===== src/rtl/vc_read_scheduler_if.sv =====
// rtl/vc_read_scheduler_if.sv - buffer/allocator/crossbar signal bundle for one input-port read scheduler
interface vc_read_scheduler_if #(
    parameter int VC_NUM = 2
);
    localparam int VC_W = (VC_NUM > 1) ? $clog2(VC_NUM) : 1;

    logic [VC_NUM-1:0] is_empty_i;
    logic [VC_NUM-1:0] front_is_head_i;
    logic [VC_NUM-1:0] front_is_tail_i;
    logic [VC_NUM-1:0] va_grant_i;
    logic [VC_NUM-1:0] on_off_i;
    logic              switch_ready_i;

    logic [VC_NUM-1:0] read_o;
    logic              valid_o;
    logic [VC_W-1:0]   sel_vc_o;
    logic [VC_NUM-1:0] va_request_o;
    logic              error_o;

    // Environment side: buffers, VC allocator, crossbar.
    modport master (
        output is_empty_i, front_is_head_i, front_is_tail_i,
        output va_grant_i, on_off_i, switch_ready_i,
        input  read_o, valid_o, sel_vc_o, va_request_o, error_o
    );

    // Scheduler side.
    modport slave (
        input  is_empty_i, front_is_head_i, front_is_tail_i,
        input  va_grant_i, on_off_i, switch_ready_i,
        output read_o, valid_o, sel_vc_o, va_request_o, error_o
    );
endinterface


===== src/rtl/vc_read_scheduler.sv =====
// rtl/vc_read_scheduler.sv - per-VC packet FSMs and round-robin read arbitration for one input port
module vc_read_scheduler #(
    parameter int VC_NUM = 2
) (
    input  logic                clk,
    input  logic                rst,
    vc_read_scheduler_if.slave  bus
);
    localparam int VC_W = (VC_NUM > 1) ? $clog2(VC_NUM) : 1;

    typedef enum logic [1:0] {
        ST_IDLE   = 2'd0,
        ST_VA     = 2'd1,
        ST_ACTIVE = 2'd2
    } vc_state_t;

    vc_state_t         state_q [VC_NUM];
    vc_state_t         state_d [VC_NUM];
    logic [VC_W-1:0]   rr_ptr_q;
    logic [VC_W-1:0]   rr_ptr_d;
    logic              error_q;
    logic              error_d;

    logic [VC_NUM-1:0] eligible;
    logic [VC_NUM-1:0] read_vec;
    logic [VC_NUM-1:0] va_req_vec;
    logic              grant_found;
    logic [VC_W-1:0]   grant_idx;
    logic [VC_W:0]     cand_sum;
    logic [VC_W-1:0]   cand_idx;

    // Register all per-VC states, the round-robin pointer and the sticky error.
    always_ff @(posedge clk) begin
        if (!rst) begin
            for (int v = 0; v < VC_NUM; v++) begin
                state_q[v] <= ST_IDLE;
            end
            rr_ptr_q <= '0;
            error_q  <= 1'b0;
        end else begin
            for (int v = 0; v < VC_NUM; v++) begin
                state_q[v] <= state_d[v];
            end
            rr_ptr_q <= rr_ptr_d;
            error_q  <= error_d;
        end
    end

    // Pick the first eligible VC at or after rr_ptr (with wrap) and advance the pointer past it.
    always_comb begin
        eligible    = '0;
        read_vec    = '0;
        grant_found = 1'b0;
        grant_idx   = '0;
        cand_sum    = '0;
        cand_idx    = '0;
        rr_ptr_d    = rr_ptr_q;
        for (int v = 0; v < VC_NUM; v++) begin
            eligible[v] = (state_q[v] == ST_ACTIVE) && !bus.is_empty_i[v] && bus.on_off_i[v];
        end
        for (int i = 0; i < VC_NUM; i++) begin
            // Explicit wrap keeps the search correct when VC_NUM is not a power of two.
            cand_sum = {1'b0, rr_ptr_q} + (VC_W+1)'(i);
            if (cand_sum >= (VC_W+1)'(VC_NUM)) begin
                cand_sum = cand_sum - (VC_W+1)'(VC_NUM);
            end
            cand_idx = cand_sum[VC_W-1:0];
            if (!grant_found && bus.switch_ready_i && eligible[cand_idx]) begin
                grant_found = 1'b1;
                grant_idx   = cand_idx;
            end
        end
        if (grant_found) begin
            read_vec[grant_idx] = 1'b1;
            if (grant_idx == VC_W'(VC_NUM - 1)) begin
                rr_ptr_d = '0;
            end else begin
                rr_ptr_d = grant_idx + VC_W'(1);
            end
        end
    end

    // Per-VC packet state transitions; a non-head flit at the front of an idle VC is a protocol error.
    always_comb begin
        error_d    = error_q;
        va_req_vec = '0;
        for (int v = 0; v < VC_NUM; v++) begin
            state_d[v] = state_q[v];
            case (state_q[v])
                ST_IDLE: begin
                    if (!bus.is_empty_i[v]) begin
                        if (bus.front_is_head_i[v]) begin
                            state_d[v] = ST_VA;
                        end else begin
                            error_d = 1'b1;
                        end
                    end
                end
                ST_VA: begin
                    va_req_vec[v] = 1'b1;
                    if (bus.va_grant_i[v]) begin
                        state_d[v] = ST_ACTIVE;
                    end
                end
                ST_ACTIVE: begin
                    if (read_vec[v] && bus.front_is_tail_i[v]) begin
                        state_d[v] = ST_IDLE;
                    end
                end
                default: begin
                    state_d[v] = ST_IDLE;
                end
            endcase
        end
    end

    assign bus.read_o       = read_vec;
    assign bus.valid_o      = grant_found;
    assign bus.sel_vc_o     = grant_found ? grant_idx : '0;
    assign bus.va_request_o = va_req_vec;
    assign bus.error_o      = error_q;
endmodule

===== src/flat_wrapper.sv =====
// flat-port wrapper written by rule: the top's interface ports become plain ports
module vc_read_scheduler_flat 
#(
    parameter int VC_NUM = 2
)
  (clk, rst, bus_is_empty_i, bus_front_is_head_i, bus_front_is_tail_i, bus_va_grant_i, bus_on_off_i, bus_switch_ready_i, bus_read_o, bus_valid_o, bus_sel_vc_o, bus_va_request_o, bus_error_o);
  vc_read_scheduler_if #(.VC_NUM(VC_NUM)) bus_i ();
  input  logic clk;
  input  logic rst;
  input wire logic [$bits(bus_i.is_empty_i)-1:0] bus_is_empty_i;
  input wire logic [$bits(bus_i.front_is_head_i)-1:0] bus_front_is_head_i;
  input wire logic [$bits(bus_i.front_is_tail_i)-1:0] bus_front_is_tail_i;
  input wire logic [$bits(bus_i.va_grant_i)-1:0] bus_va_grant_i;
  input wire logic [$bits(bus_i.on_off_i)-1:0] bus_on_off_i;
  input wire logic [$bits(bus_i.switch_ready_i)-1:0] bus_switch_ready_i;
  output wire logic [$bits(bus_i.read_o)-1:0] bus_read_o;
  output wire logic [$bits(bus_i.valid_o)-1:0] bus_valid_o;
  output wire logic [$bits(bus_i.sel_vc_o)-1:0] bus_sel_vc_o;
  output wire logic [$bits(bus_i.va_request_o)-1:0] bus_va_request_o;
  output wire logic [$bits(bus_i.error_o)-1:0] bus_error_o;
  assign bus_i.is_empty_i = bus_is_empty_i;
  assign bus_i.front_is_head_i = bus_front_is_head_i;
  assign bus_i.front_is_tail_i = bus_front_is_tail_i;
  assign bus_i.va_grant_i = bus_va_grant_i;
  assign bus_i.on_off_i = bus_on_off_i;
  assign bus_i.switch_ready_i = bus_switch_ready_i;
  assign bus_read_o = bus_i.read_o;
  assign bus_valid_o = bus_i.valid_o;
  assign bus_sel_vc_o = bus_i.sel_vc_o;
  assign bus_va_request_o = bus_i.va_request_o;
  assign bus_error_o = bus_i.error_o;
  vc_read_scheduler #(.VC_NUM(VC_NUM)) u_core (.clk(clk), .rst(rst), .bus(bus_i));
endmodule

===== config.mk =====
export PLATFORM = sky130hd
export DESIGN_NAME = vc_read_scheduler_flat
export DESIGN_NICKNAME = d
export VERILOG_FILES = /design/src/rtl/vc_read_scheduler_if.sv /design/src/rtl/vc_read_scheduler.sv /design/src/flat_wrapper.sv
export SDC_FILE = /design/constraint.sdc
export NUM_CORES = 1
export LEC_CHECK = 0
export BUFFER_PORTS_ARGS = -buffer_cell sky130_fd_sc_hd__buf_2
export CORE_AREA = 2 2 39 41
export DETAILED_ROUTE_END_ITERATION = 16
export DIE_AREA = 0 0 41 43
export PLACE_DENSITY = 0.57
export SYNTH_ARGS = -nofsm -noshare
export SYNTH_HDL_FRONTEND = slang
export SYNTH_SLANG_ARGS = --single-unit

===== constraint.sdc =====
create_clock -name clk -period 1.4 [get_ports clk]
set_clock_uncertainty 0.1 [all_clocks]
set_input_delay 0.07 -clock clk [delete_from_list [all_inputs] [get_ports clk]]
set_output_delay 0.07 -clock clk [all_outputs]
set_load 0.01 [all_outputs]

==> results of run 1 <==
-- registers in the layout, indices dropped and copies added, names as in the netlist --
register	cells
u_core.state_q	4
u_core.bus.error_o	1
u_core.rr_ptr_q	1
-- through the flow --
step,setup slack [ps],instances
global placement,192,75
floorplan,168,43
finish,37.4,83
detailed placement,150,75
CTS,-25.5,82
global route,-36.9,83
-- timing repair --
item | 4_1_cts | 5_1_grt
gates resized for setup | 6 | 0
pin swaps | 4 | 4
hold endpoints to repair | 0 | 0
setup buffers | 4 | 1
setup endpoints to repair | 4 | 4
-- layer usage --
| metal | GRT usage, % | vias to the layer above |
|---|---|---|
| met5 | 0 | - |
| met4 | 12.0 | 0 |
| met3 | 4.71 | 2 |
| met2 | 15.9 | 14 |
| met1 | 13.9 | 176 |
| li1 | - | 204 |
-- layout by cell type (no fill, tap or decap), types with 2 or more instances in the layout --
cell type | synthesis | routed
nor2_1 | 5 | 5
buf_2 | 0 | 19
a21oi_1 | 3 | 3
nor4_1 | 2 | 2
clkbuf_4 | 0 | 3
dfxtp_4 | 0 | 2
a22oi_1 | 2 | 2
nor3_1 | 3 | 3
dfxtp_1 | 6 | 2
dfxtp_2 | 0 | 2
o21ai_1 | 2 | 2
inv_1 | 3 | 3
nand3b_1 | 2 | 2
nor2b_1 | 3 | 3
buf_4 | 3 | 5
-- area by class of cell --
class	count	share of cell area, %
Sequential cell	6	23.9
Tap cell	16	3.67
Clock buffer	3	4.13
Timing Repair Buffer	24	24.3
Inverter	3	2.06
Multi-Input combinational cell	31	42.0
-- worst max-delay path, cell delays in order, from the launching register on --
cell       delay, ps
dfxtp_4          340
nand4bb_4        220
o211a_1          250
buf_2            140
-- worst paths after layout --
kind,startpoint,to,slack [ps],cells past startpoint
max reg2reg,u_core.state_q[0][1],u_core.state_q[0][3],210,4
min reg2reg,u_core.rr_ptr_q,u_core.rr_ptr_q,380,2
min,bus_front_is_head_i[0],u_core.state_q[0][0],30,3
max,u_core.state_q[0][2],bus_read_o[0],40,3
-- cells in the mapped netlist --
cell type and n:
dfxtp_1 6, nor2_1 5, a21oi_1 3, buf_4 3, inv_1 3, nor2b_1 3
nor3_1 3, a22oi_1 2, nand3b_1 2, nor4_1 2, o21ai_1 2, a211oi_4 1
and2b_1 1, and4bb_4 1, nand2_1 1, nand3_1 1, nand4bb_4 1, o211a_1 1
o22ai_1 1, o22ai_2 1
-- where the power goes --
| part | internal (mW) | leakage (nW) | total (mW) | switching, mW |
|---|---|---|---|---|
| clock network | 0.0971 | 0.0138 | 0.162 | 0.0646 |
| registers | 0.183 | 0.0514 | 0.193 | 0.00956 |
| logic | 0.0511 | 0.189 | 0.0963 | 0.0452 |
-- kinds of logic after synthesis --
| kind of cell | count (synthesis) | share of synthesized area, % |
|---|---|---|
| AND/OR/NAND/NOR | 20 | 36.6 |
| AO/OA/AOI/OAI | 11 | 23.2 |
| flip-flops | 6 | 31.4 |
| buffers and inverters | 6 | 8.82 |
==> flow_metrics.py, run 1 <==
metrics = {
    "floorplanning": {
        "dieArea_um2": 1760,
        "rows": 14,
        "core_um2": 1380,
        "die_y_um": 43,
        "die_x_um": 41,
        "start_util_pct": 27.7,
        "ioPinCount": 20,
    },
    "power": {
        "power_leakage_nw": 0.254,
        "powerDensity_nw_per_um2": 826,
        "peakVddDrop_uv": 249,
        "p_total_uw": 451,
    },
    "routing": {
        "top_layer_used": "met4",
        "wl_met1_um": 359,
        "wl_met2_um": 439,
        "wire_per_inst_um": 10.6,
        "antenna_left": 0,
        "first_pass_iters": 4,
        "route.met3.wl_um": 66,
        "routed_wl_um": 883,
        "drtIter0Drc": 4,
        "drc": 0,
        "viasPerCell": 4.77,
        "vias": 396,
    },
    "placement": {
        "gp_congestion": 0.766,
        "port_buffers": 19,
        "post-dp-hpwl_um": 675,
        "placed_cell_area_um2": 475,
    },
    "timing": {
        "fin_crit_ps": 1360,
        "hold_violations": 0,
        "worst_pin_slew_ps": 243,
        "fin_setup_tns_ps": 0,
        "rsz0062_at_grt": "true",
        "max_freq_ghz": 0.734,
        "setup_viol": 0,
        "drv_slew": 0,
        "hold_slack_ps": 26.4,
        "period_share_pct": 97.3,
        "max_slew_margin_pct": 83.7,
    },
    "logic_synthesis": {
        "ys_seq_area_share_pct": 31.4,
        "syn_area_um2": 383,
        "synth.distinct_cells": 20,
        "synth_top_area_share_pct": 31.4,
        "yosys_warnings": 0,
        "ys_ff_latch": 6,
        "yosysTopAreaCell": "dfxtp_1",
        "synthCells": 43,
        "syn-num-nets": 56,
        "syn_area_per_cell_um2": 8.90,
        "netlist_top_cells_area": "dfxtp_1 31%, nand4bb_4 7.2%, buf_4 5.9%",
    },
    "worst_setup_path": {
        "crit_fanout": 4,
        "critPathRequiredTime_ps": 1230,
        "cp-end-kind": "output pin",
        "start_kind": "flop",
        "path_class": "reg2out",
        "critPathArrivalTime_ps": 1190,
    },
    "final_layout": {
        "nNetsFinal": 82,
        "syn2layout_area_growth_pct": 42.5,
        "final_util_pct": 39.4,
        "stdcell_area_um2": 546,
        "num_antenna_cells": 0,
        "multi_input_area_um2": 229,
        "fill_cells": 156,
        "layout-drive-gt1-share_pct": 52.2,
        "final-seq-area_um2": 130,
    },
    "clock_tree": {
        "cts_tree": "built",
        "path_clk_slew_ps": 50,
        "postCtsHoldBufs": 0,
        "cts-root-buf": "clkbuf_4",
        "worstSkewPairLatency_ps": 250,
        "h-tree-depth": 1,
        "cts_buffers": 3,
        "clk_path_buf_depth": 2,
        "cts.sinks": 6,
    },
    "run": {
        "maxCapViolCount": 0,
    },
    "global_route": {
        "grt_pass1_wl_um": 1390,
        "antenna_found_initial": 0,
        "grt_start_max_net_pins": 7,
        "grt_pass1_vias": 336,
        "grt_util_all_layers_pct": 12.2,
        "overflow": 0,
    },
    "worst_hold_path": {
        "hold_path_class": "in2reg",
    },
    "run_status": {
        "outcome": "complete, no violations",
    },
}
(Power assumes the default switching activity.)
==> run 2: changes to the inputs <==
--- a/config.mk
+++ b/config.mk
@@ -10,6 +10,7 @@
 export DETAILED_ROUTE_END_ITERATION = 16
 export DIE_AREA = 0 0 41 43
 export PLACE_DENSITY = 0.57
+export RECOVER_POWER = 100
 export SYNTH_ARGS = -nofsm -noshare
 export SYNTH_HDL_FRONTEND = slang
 export SYNTH_SLANG_ARGS = --single-unit
==> flow_metrics.py, run 2 (synthesized netlist as in run 1, its figures left out) <==
metrics = {
    "run_status": {
        "outcome": "complete, no violations",
    },
    "final_layout": {
        "final_cell_mix": "18 x buf_2, 5 x nor2_1",
        "num_antenna_cells": 0,
        "final_common_cell": "buf_2",
        "top_register": "u_core.state_q",
        "fill_cells": 159,
        "final-seq-area_um2": 130,
        "nNetsFinal": 82,
        "largest_reg_flops": 4,
        "syn2layout_area_growth_pct": 40.2,
        "layout-drive-gt1-share_pct": 47.8,
        "multi_input_area_um2": 229,
    },
    "placement": {
        "port_buffers": 19,
        "pre_cts_ws_ps": 150,
        "post-dp-hpwl_um": 675,
        "gp_congestion": 0.766,
    },
    "clock_tree": {
        "worstSkewPairLatency_ps": 240,
        "h-tree-depth": 1,
        "postCtsHoldBufs": 0,
        "cts_tree": "built",
        "path_clk_slew_ps": 50,
        "cts.sinks": 6,
        "cts_buffers": 3,
        "clk_path_buf_depth": 2,
        "cts-root-buf": "clkbuf_4",
    },
    "global_route": {
        "antenna_found_initial": 0,
        "grt_start_max_net_pins": 7,
        "grt_util_all_layers_pct": 12.2,
        "grt_pass1_vias": 336,
        "grt_pass1_wl_um": 1390,
        "overflow": 0,
    },
    "power": {
        "power_leakage_nw": 0.242,
        "p_total_uw": 447,
        "p_int_uw": 328,
        "clkPwrFrac_pct": 36.1,
        "combPwrFrac_pct": 20.7,
        "seqPwrFrac_pct": 43.2,
        "powerDensity_nw_per_um2": 833,
        "peakVddDrop_uv": 243,
        "p_switching_uw": 119,
        "swShare_pct": 26.7,
    },
    "timing": {
        "max_slew_margin_pct": 83.7,
        "drv_slew": 0,
        "fin_crit_ps": 1360,
        "max_freq_ghz": 0.734,
        "setup_ws_ps": 36.8,
        "hold_violations": 0,
        "period_share_pct": 97.4,
        "rsz0062_at_grt": "true",
        "hold_slack_ps": 26.6,
        "worst_pin_slew_ps": 243,
        "setup_viol": 0,
    },
    "floorplanning": {
        "rows": 14,
        "die_x_um": 41,
        "core_um2": 1380,
        "dieArea_um2": 1760,
        "ioPinCount": 20,
        "start_util_pct": 27.7,
        "die_y_um": 43,
    },
    "worst_setup_path": {
        "cp-end-kind": "output pin",
        "cpPeakStageDelay_ps": 340,
        "crit_fanout": 4,
        "critPathArrivalTime_ps": 1190,
        "slowest_stage": "dfxtp_4",
        "critPathRequiredTime_ps": 1230,
        "path_class": "reg2out",
        "start_kind": "flop",
        "crit_chain": "nand4bb_4 > o211a_1 > buf_2",
    },
    "routing": {
        "first_pass_iters": 4,
        "drc": 0,
        "drtIter0Drc": 4,
        "vias": 402,
        "viasPerCell": 4.84,
        "wire_per_inst_um": 10.8,
        "routed_wl_um": 897,
        "antenna_left": 0,
    },
    "worst_hold_path": {
        "hold_path_class": "in2reg",
    },
    "run": {
        "maxCapViolCount": 0,
    },
}
run 2: area by class of cell:
cell class	count	share of cell area, %
multi-input cells	31	42.7
flip-flops and latches	6	24.2
repair buffers	24	23.1
clock buffers	3	4.20
well taps	16	3.73
inverters	3	2.10
run 2: worst max-delay path: cells and delay by family (launching register included):
kind	cells	cell delay (ps)
compound gates	1	250
simple gates	1	220
buf+inv	1	140
flops	1	340
run 2: path summary, 6_finish.rpt:
check	startpoint	to	slack (ps)	depth (start not counted)
worst max-delay path	u_core.state_q[0][2]	bus_read_o[0]	40	3
worst min-delay path	bus_front_is_head_i[0]	u_core.state_q[0][0]	30	3
worst max register to register	u_core.state_q[0][1]	u_core.state_q[0][3]	210	4
worst min register to register	u_core.rr_ptr_q	u_core.rr_ptr_q	380	2
run 2: metal layers:
layer  part of all wire (%)  global-route usage (%)  vias to the layer above
met4                    1.9                    12.0                        0
met5                      0                       0                        -
met1                     40                    13.9                      178
met3                    8.1                    4.71                        2
met2                     49                    15.9                       16
li1                       -                       -                      206
run 2: repair_timing:
action / 4_1_cts / 5_1_grt
buffers inserted: 4 / 1
gates cloned: 0 / 0
resized for setup: 6 / 0
hold endpoints to repair: 0 / 0
endpoints found under the setup margin: 4 / 4
pin swaps: 4 / 4
run 2: power by group through the flow:
stage / clock network, mW / logic [mW] / registers, mW
6_report: 0.161 / 0.0927 / 0.193
5_1_grt: 0.185 / 0.104 / 0.194
4_1_cts: 0.170 / 0.0964 / 0.193
3_5_place_dp: 0 / 0.0816 / 0.201
3_3_place_gp: 0 / 0.0815 / 0.201
2_1_floorplan: 0 / 0.0508 / 0.200
run 2: stage by stage:
| stage | area [um2] | setup TNS (ps) | std cells | util, % |
|---|---|---|---|---|
| 2_1_floorplan | 383 | 0 | 43 | - |
| 3_3_place_gp | 475 | 0 | 75 | 34.4 |
| 3_5_place_dp | 475 | 0 | 75 | 34.4 |
| 4_1_cts | 538 | -70.9 | 82 | 38.9 |
| 5_1_grt | 537 | -114 | 83 | 38.8 |
| 6_report | 537 | 0 | 83 | 38.8 |
